[src/rtl/tdm_pkg.sv]
// Shared encodings and sizes for the 4-slot TDM receive path.
package tdm_pkg;

    localparam int NUM_SLOTS = 4;
    localparam int SLOT_W    = 2;

    typedef enum logic {
        ST_HUNT   = 1'b0,
        ST_LOCKED = 1'b1
    } tdm_state_e;

endpackage

[src/rtl/tdm_demux_1x4_sat_counter.sv]
// Saturating up-counter with synchronous clear; holds at all-ones.
module sat_counter #(
    parameter int WIDTH = 8
) (
    input  logic             clk,
    input  logic             rst,
    input  logic             inc,
    input  logic             clear,
    output logic [WIDTH-1:0] count
);

    logic [WIDTH-1:0] count_q;
    logic [WIDTH-1:0] count_d;

    always_comb begin
        count_d = count_q;
        if (clear) begin
            count_d = '0;
        end else if (inc && (count_q != '1)) begin
            count_d = count_q + WIDTH'(1);
        end
    end

    always_ff @(posedge clk or posedge rst) begin
        if (rst) begin
            count_q <= '0;
        end else begin
            count_q <= count_d;
        end
    end

    assign count = count_q;

endmodule

[src/rtl/tdm_demux_1x4.sv]
// Receive side of a 4-channel TDM link: locks on frame_sync, collects slots in
// shadow registers and publishes all four channel words together per frame.
//
// state      | meaning
// -----------+-------------------------------------------------------------
// ST_HUNT    | no frame alignment; non-sync words are dropped silently
// ST_LOCKED  | aligned; slot_q is the index of the next expected word
module tdm_demux_1x4
    import tdm_pkg::*;
#(
    parameter int WIDTH = 8,
    parameter int ERR_W = 8
) (
    input  logic              clk,
    input  logic              rst,
    input  logic [WIDTH-1:0]  din,
    input  logic              din_valid,
    input  logic              frame_sync,
    output logic [WIDTH-1:0]  y0,
    output logic [WIDTH-1:0]  y1,
    output logic [WIDTH-1:0]  y2,
    output logic [WIDTH-1:0]  y3,
    output logic              frame_valid,
    output logic [SLOT_W-1:0] slot,
    output logic              locked,
    output logic              sync_err,
    output logic [ERR_W-1:0]  err_cnt
);

    localparam logic [SLOT_W-1:0] LAST_SLOT = SLOT_W'(NUM_SLOTS - 1);

    tdm_state_e        state_q, state_d;
    logic [SLOT_W-1:0] slot_q, slot_d;
    logic [WIDTH-1:0]  shadow0_q, shadow0_d;
    logic [WIDTH-1:0]  shadow1_q, shadow1_d;
    logic [WIDTH-1:0]  shadow2_q, shadow2_d;
    logic [WIDTH-1:0]  y0_q, y0_d;
    logic [WIDTH-1:0]  y1_q, y1_d;
    logic [WIDTH-1:0]  y2_q, y2_d;
    logic [WIDTH-1:0]  y3_q, y3_d;
    logic              frame_valid_q, frame_valid_d;
    logic              sync_err_q, sync_err_d;

    always_comb begin
        state_d       = state_q;
        slot_d        = slot_q;
        shadow0_d     = shadow0_q;
        shadow1_d     = shadow1_q;
        shadow2_d     = shadow2_q;
        y0_d          = y0_q;
        y1_d          = y1_q;
        y2_d          = y2_q;
        y3_d          = y3_q;
        frame_valid_d = 1'b0;
        sync_err_d    = 1'b0;

        if (din_valid) begin
            case (state_q)
                ST_HUNT: begin
                    if (frame_sync) begin
                        shadow0_d = din;
                        slot_d    = SLOT_W'(1);
                        state_d   = ST_LOCKED;
                    end
                end
                ST_LOCKED: begin
                    if (frame_sync) begin
                        // An early sync drops the partial frame and restarts at slot 0.
                        sync_err_d = (slot_q != '0);
                        shadow0_d  = din;
                        slot_d     = SLOT_W'(1);
                    end else if (slot_q == '0) begin
                        sync_err_d = 1'b1;
                        state_d    = ST_HUNT;
                    end else if (slot_q == LAST_SLOT) begin
                        y0_d          = shadow0_q;
                        y1_d          = shadow1_q;
                        y2_d          = shadow2_q;
                        y3_d          = din;
                        slot_d        = '0;
                        frame_valid_d = 1'b1;
                    end else begin
                        if (slot_q == SLOT_W'(1)) begin
                            shadow1_d = din;
                        end else begin
                            shadow2_d = din;
                        end
                        slot_d = slot_q + SLOT_W'(1);
                    end
                end
                default: begin
                    state_d = ST_HUNT;
                    slot_d  = '0;
                end
            endcase
        end
    end

    always_ff @(posedge clk or posedge rst) begin
        if (rst) begin
            state_q       <= ST_HUNT;
            slot_q        <= '0;
            shadow0_q     <= '0;
            shadow1_q     <= '0;
            shadow2_q     <= '0;
            y0_q          <= '0;
            y1_q          <= '0;
            y2_q          <= '0;
            y3_q          <= '0;
            frame_valid_q <= 1'b0;
            sync_err_q    <= 1'b0;
        end else begin
            state_q       <= state_d;
            slot_q        <= slot_d;
            shadow0_q     <= shadow0_d;
            shadow1_q     <= shadow1_d;
            shadow2_q     <= shadow2_d;
            y0_q          <= y0_d;
            y1_q          <= y1_d;
            y2_q          <= y2_d;
            y3_q          <= y3_d;
            frame_valid_q <= frame_valid_d;
            sync_err_q    <= sync_err_d;
        end
    end

    // Counting the next-state pulse keeps err_cnt in step with sync_err.
    sat_counter #(
        .WIDTH(ERR_W)
    ) u_err_cnt (
        .clk  (clk),
        .rst  (rst),
        .inc  (sync_err_d),
        .clear(1'b0),
        .count(err_cnt)
    );

    assign y0          = y0_q;
    assign y1          = y1_q;
    assign y2          = y2_q;
    assign y3          = y3_q;
    assign frame_valid = frame_valid_q;
    assign slot        = slot_q;
    assign locked      = (state_q == ST_LOCKED);
    assign sync_err    = sync_err_q;

endmodule
[config.mk]
export PLATFORM = sky130hd
export DESIGN_NAME = tdm_demux_1x4
export DESIGN_NICKNAME = d
export VERILOG_FILES = /design/src/rtl/tdm_pkg.sv /design/src/rtl/tdm_demux_1x4_sat_counter.sv /design/src/rtl/tdm_demux_1x4.sv
export SDC_FILE = /design/constraint.sdc
export NUM_CORES = 1
export LEC_CHECK = 0
export CORE_MARGIN = 10
export CORE_UTILIZATION = 54
export DETAILED_ROUTE_END_ITERATION = 6
export PLACE_DENSITY = 0.79
export SLEW_MARGIN = 5
export SYNTH_ARGS = -nofsm -noshare
export SYNTH_HDL_FRONTEND = slang
export SYNTH_SLANG_ARGS = --single-unit
[constraint.sdc]
create_clock -name clk -period 3.6 [get_ports clk]
set_clock_uncertainty 0.15 [all_clocks]
set_input_delay 0.36 -clock clk [delete_from_list [all_inputs] [get_ports clk]]
set_output_delay 0.36 -clock clk [all_outputs]
set_load 0.01 [all_outputs]
[After elaboration in Yosys (flattened, before gate mapping)]
Cells that the tools add are included.
Operators by class
  add/sub/neg operators: 2
  $mul: 0
  divide/modulo/power cells: 0
  order comparisons: 0
  equality and inequality tests: 5
  shifts and indexed selects: 0
  muxes and demuxes: 19
  bitwise gates (word level): 5
  reductions and logical operators: 8
Operator list (number)
  1-bit two-way mux: 12
  6-bit AND reduction: 2
  8-bit by 1-bit adder with 8-bit output (second input constant): 1
  2-bit two-way mux: 4
  8-bit two-way mux: 1
  8-bit inequality test (second input constant): 1
  1-bit inverter: 5
  5-bit AND reduction: 1
  2-bit one-hot mux with 2 select lines: 1
  3-bit inequality test (second input constant): 1
  3-bit AND reduction: 1
  2-bit by 1-bit adder with 2-bit output (second input constant): 1
  2-bit by 1-bit == test with 1-bit output (second input constant): 1
  2-bit == test (second input constant): 1
  2-bit zero test: 1
  2-bit inequality test (second input constant): 1
  1-bit one-hot mux with 2 select lines: 1
  2-bit AND reduction: 1
  2-bit nonzero test: 1
  1-bit logical AND: 1
Storage, ports and cells
  register bits after elaboration: 69
  bits in latches: 0
  memory bits (writable): 0
  bits in read-only memories: 0
  input bits: 12
  output and inout bits: 45
  logic and storage cells: 51
  memories: 0

[Depth between registers and ports, before layout]
  depth after elaboration: 6
  mapped depth: 8
  depth with buffers taken out: 7

[By module]
Synthesis repeated with hierarchy kept, for this count alone.
Second synthesis, totals
  cells, all modules: 200
  area, all modules: 2919.0 µm²
By module, submodules not included
  tdm_demux_1x4: times used 1, cells an instance 151, area an instance 2414.8 µm²
  sat_counter: times used 1, cells an instance 49, area an instance 504.2 µm²

[Worst setup path before layout]
No wires, ideal clock.
  path kind: register to register
  start point: reg slot_q[0], in the netlist slot[0]
  end point: reg u_err_cnt.count_q[7], in the netlist u_err_cnt.count[7]
  library setup time: 0.128 ns
  arrival time: 1.946 ns
  data required time: 3.322 ns
  setup slack: 1.376 ns
  cell stages (with the launch flop): 9
  buffers on the path: 1
  period minus slack after synthesis: 2.224 ns
  cells stage by stage: dfrtp_1 inv_1 ha_1 ha_1 and3b_1 buf_2 nand4_1 nor3_1 mux2_1
On the way
  word-level cells in the longest chain between the ends: 6
  elaborated cells on any way between the ends: 7
  those cells by class: mux (4); reduce/logical (3)
RTL lines
  start: declaration: RTL line tdm_demux_1x4.sv:33  | logic [SLOT_W-1:0] slot_q, slot_d;
  start signal: assignment: RTL line tdm_demux_1x4.sv:114  | slot_q <= slot_d;
  2-bit zero test: RTL line tdm_demux_1x4.sv:72  | end else if (slot_q == '0) begin
  1-bit two-way mux: RTL line tdm_demux_1x4.sv:72
  1-bit two-way mux *: RTL line tdm_demux_1x4.sv:67  | if (frame_sync) begin
  1-bit two-way mux *: RTL line tdm_demux_1x4.sv:58  | case (state_q)
  1-bit two-way mux *: RTL line tdm_demux_1x4.sv:57  | if (din_valid) begin
  via sync_err_d: RTL line tdm_demux_1x4.sv:42  | logic sync_err_q, sync_err_d;
  1-bit logical AND *: RTL line tdm_demux_1x4_sat_counter.sv:19  | end else if (inc && (count_q != '1)) begin
  end signal: assignment: RTL line tdm_demux_1x4_sat_counter.sv:28  | count_q <= count_d;
  end: declaration: RTL line tdm_demux_1x4_sat_counter.sv:12  | logic [WIDTH-1:0] count_q;
The timed path passes the listed nets; every way through them passes the cells marked *.
A chain may end at the register's enable or synchronous reset.

[Final worst setup path]
  start point: reg slot_q[0], in the netlist slot[0]
  end point: reg u_err_cnt.count_q[7], in the netlist u_err_cnt.count[7]
On the way
  word-level cells in the longest chain between the ends: 6
  elaborated cells on any way between the ends: 7
  those cells by class: mux (4); reduce/logical (3)
RTL lines (RTL line)
  2-bit zero test: tdm_demux_1x4.sv:72
  1-bit two-way mux: tdm_demux_1x4.sv:72
  1-bit two-way mux *: tdm_demux_1x4.sv:67
  1-bit two-way mux *: tdm_demux_1x4.sv:58
  1-bit two-way mux *: tdm_demux_1x4.sv:57
  1-bit logical AND *: tdm_demux_1x4_sat_counter.sv:19
Every way passes the cells marked *; elsewhere a longest branch is shown, timed or not.

==> run metrics <==
routed vias/inst=5.17; Worst EP required=between 3 and 4 ns; # rows=26; final setup fails=0; Nets=269; Yosys reg bits=69; Worst Setup End Kind=register; Hold-fix buffers, CTS=0; initial antenna violation count=0; vias in the first global route=1849; power density cells=slightly below 800 nW/um2; number of iterations in the first detailed-routing pass=4; post-route ant nets=0; maximum clock rate=around 430 MHz; status=finished, final reports clean; core area=5070 um2; share of cells above drive strength 1=18.4%; Hold Worst Slack=roughly 0.25 ns; Die ar.=8480 um2; Worst Path Max Fanout=6; synth warn=0; min Tclk post-route=2.35 ns; most common cell after layout, fill and taps aside=dfrtp_1; CTS buffer count=9; crit path DAT=between 2 and 2.5 ns; GPL Wtd Cong=~0.84; boundary pin count=57; Avg WL per Cell=roughly 17 um; Mean Syn Cell Area=between 10 and 15 um2; CP Launch Type=register; CTS tree=built; Netlist cell types=30; Initial Util=approximately 55%; die span in y=between 90 and 100 um; dpl hpwl=between 3 and 4 mm; DRC=0; CTS Root Cell=clkbuf_8; Mapped Cells=188; register area share after synthesis=between 60 and 70%; GRT Residual Overflow=0; Max IR drop VDD=0.488 mV; post-CTS resize count=0; clk buf depth=2; Area Overhead vs Synth=27.6%; Leak=1.62 nW; fin. max-slew vios=0; commonest cells after routing, fill and taps aside=69 x dfrtp_1, 56 x clkdlybuf4s50_1, 36 x mux2_1; latest clock arrival within the worst-skew pair=0.33 ns; CTS sink cnt=about 70; clock transition at the registers of the reported paths=0.07 ns; WS Path Type=register to register; vias=1680; first-pass GRT wire length=between 9 and 10 mm; GR Util All Layers=13.6%; Setup Buffers After CTS=0; Tcrit/Tclk final=65.3%; Hold Crit Class=input port to async pin; diode count=0; Worst slew margin=between 60 and 70%; PortBufs=56; Final Hold Viols=0; H-tree levels=3; largest net degree at the start of global routing=33; Die Wd=around 92 um; DRT iter0 DRCs=63; Mapped Area=approximately 2800 um2; Detailed Route WL=5.42 mm; unrepaired setup endpoints after global routing=false; Post-Syn Nets=206; Max-Cap Viols=0; Slew @ Worst Pin=between 0.5 and 0.6 ns; Fin Setup TNS=0 ns
==> synth_stat cells <==
cell | number | area share [%]
and2b_1 | 1 | 0.27
o21ai_0 | 3 | 0.53
o21bai_1 | 1 | 0.27
nand2_1 | 9 | 1.2
a21oi_1 | 3 | 0.53
dfrtp_1 | 69 | 61
o21ai_1 | 1 | 0.18
nor2b_1 | 2 | 0.45
nor3b_2 | 1 | 0.45
nand2_2 | 1 | 0.22
nand2b_1 | 1 | 0.22
inv_2 | 1 | 0.13
nor2_1 | 2 | 0.27
and3b_1 | 1 | 0.31
nor3_1 | 2 | 0.36
nand4_1 | 3 | 0.67
a31oi_1 | 1 | 0.22
buf_6 | 3 | 1.2
ha_1 | 6 | 2.7
mux2_1 | 36 | 14
a2111oi_2 | 1 | 0.53
and4_1 | 1 | 0.31
xnor2_1 | 3 | 0.94
buf_2 | 1 | 0.18
nand3_1 | 2 | 0.36
nor3b_1 | 1 | 0.27
inv_1 | 4 | 0.53
a32o_1 | 1 | 0.36
mux2_2 | 24 | 9.6
buf_4 | 3 | 0.80
==> where the power goes <==
group	total [mW]	switching (mW)	leakage (nW)	internal, mW
Combinational	1.04	0.412	0.661	0.630
Clock	0.527	0.267	0.0877	0.260
Sequential	1.28	0.191	0.869	1.09
==> flip-flops by register name (all words and copies together) (netlist names) <==
register         cells
shadow1_q            8
y2                   8
y0                   8
u_err_cnt.count      8
y1                   8
sync_err             1
slot                 2
shadow2_q            8
frame_valid          1
y3                   8
locked               1
shadow0_q            8
==> stage by stage <==
step	utilization (%)	std cells	setup slack, ns	area (um2)	power (mW)
global route	70.6	325	1.14	3580	3.04
finish	70.6	325	1.25	3580	2.85
global placement	67.3	310	1.04	3420	2.32
floorplan	-	188	1.35	2810	1.79
detailed placement	67.3	310	0.958	3420	2.35
CTS	70.6	325	1.27	3580	2.89
==> path summary, 6_finish.rpt <==
kind / start / to / slack (ns) / cells after the start
min in group clk: y3[4] / y3[4] / 0.33 / 1
max: slot[0] / u_err_cnt.count[7] / 1.25 / 7
max reg2reg: slot[0] / u_err_cnt.count[7] / 1.25 / 7
min reg2reg: y3[4] / y3[4] / 0.33 / 1
max in group asynchronous: rst / sync_err / 2.26 / 3
min: rst / shadow0_q[7] / 0.25 / 2
==> cell type report <==
cell class / count / area (um2)
inverters: 5 / 18.8
multi-input cells: 107 / 1000
clock inverters: 5 / 27.5
repair buffers: 59 / 583
well taps: 70 / 87.6
flip-flops and latches: 69 / 1730
clock buffers: 10 / 138
fillers: 381 / 1490
==> routing by layer <==
metal  global-route usage (%)  part of all wire [%]  vias to the layer above
met5                        0                     0                        -
met4                     7.58                   1.6                        0
met3                     5.22                   6.9                        9
met2                     21.8                    49                       41
met1                     15.2                    43                      842
li1                         -                     -                      788
==> logic make-up after synthesis <==
| family | after synthesis | share of synthesized area (%) |
|---|---|---|
| AND/OR/NAND/NOR | 27 | 5.35 |
| multiplexers | 60 | 24.1 |
| XOR/XNOR | 3 | 0.936 |
| AO/OA/AOI/OAI | 11 | 2.63 |
| buffers and inverters | 12 | 2.85 |
| flip-flops | 69 | 61.5 |
| adder cells (fa/ha/maj) | 6 | 2.67 |
==> worst max-delay path, cell delays in order (launching register included) <==
cell and delay [ns]:
dfrtp_1 0.44, inv_1 0.09, ha_1 0.23, ha_1 0.30, and3b_1 0.30, nand4_1 0.17, nor3_1 0.20, mux2_1 0.35
No activity file was read; power rests on OpenSTA's default activity.
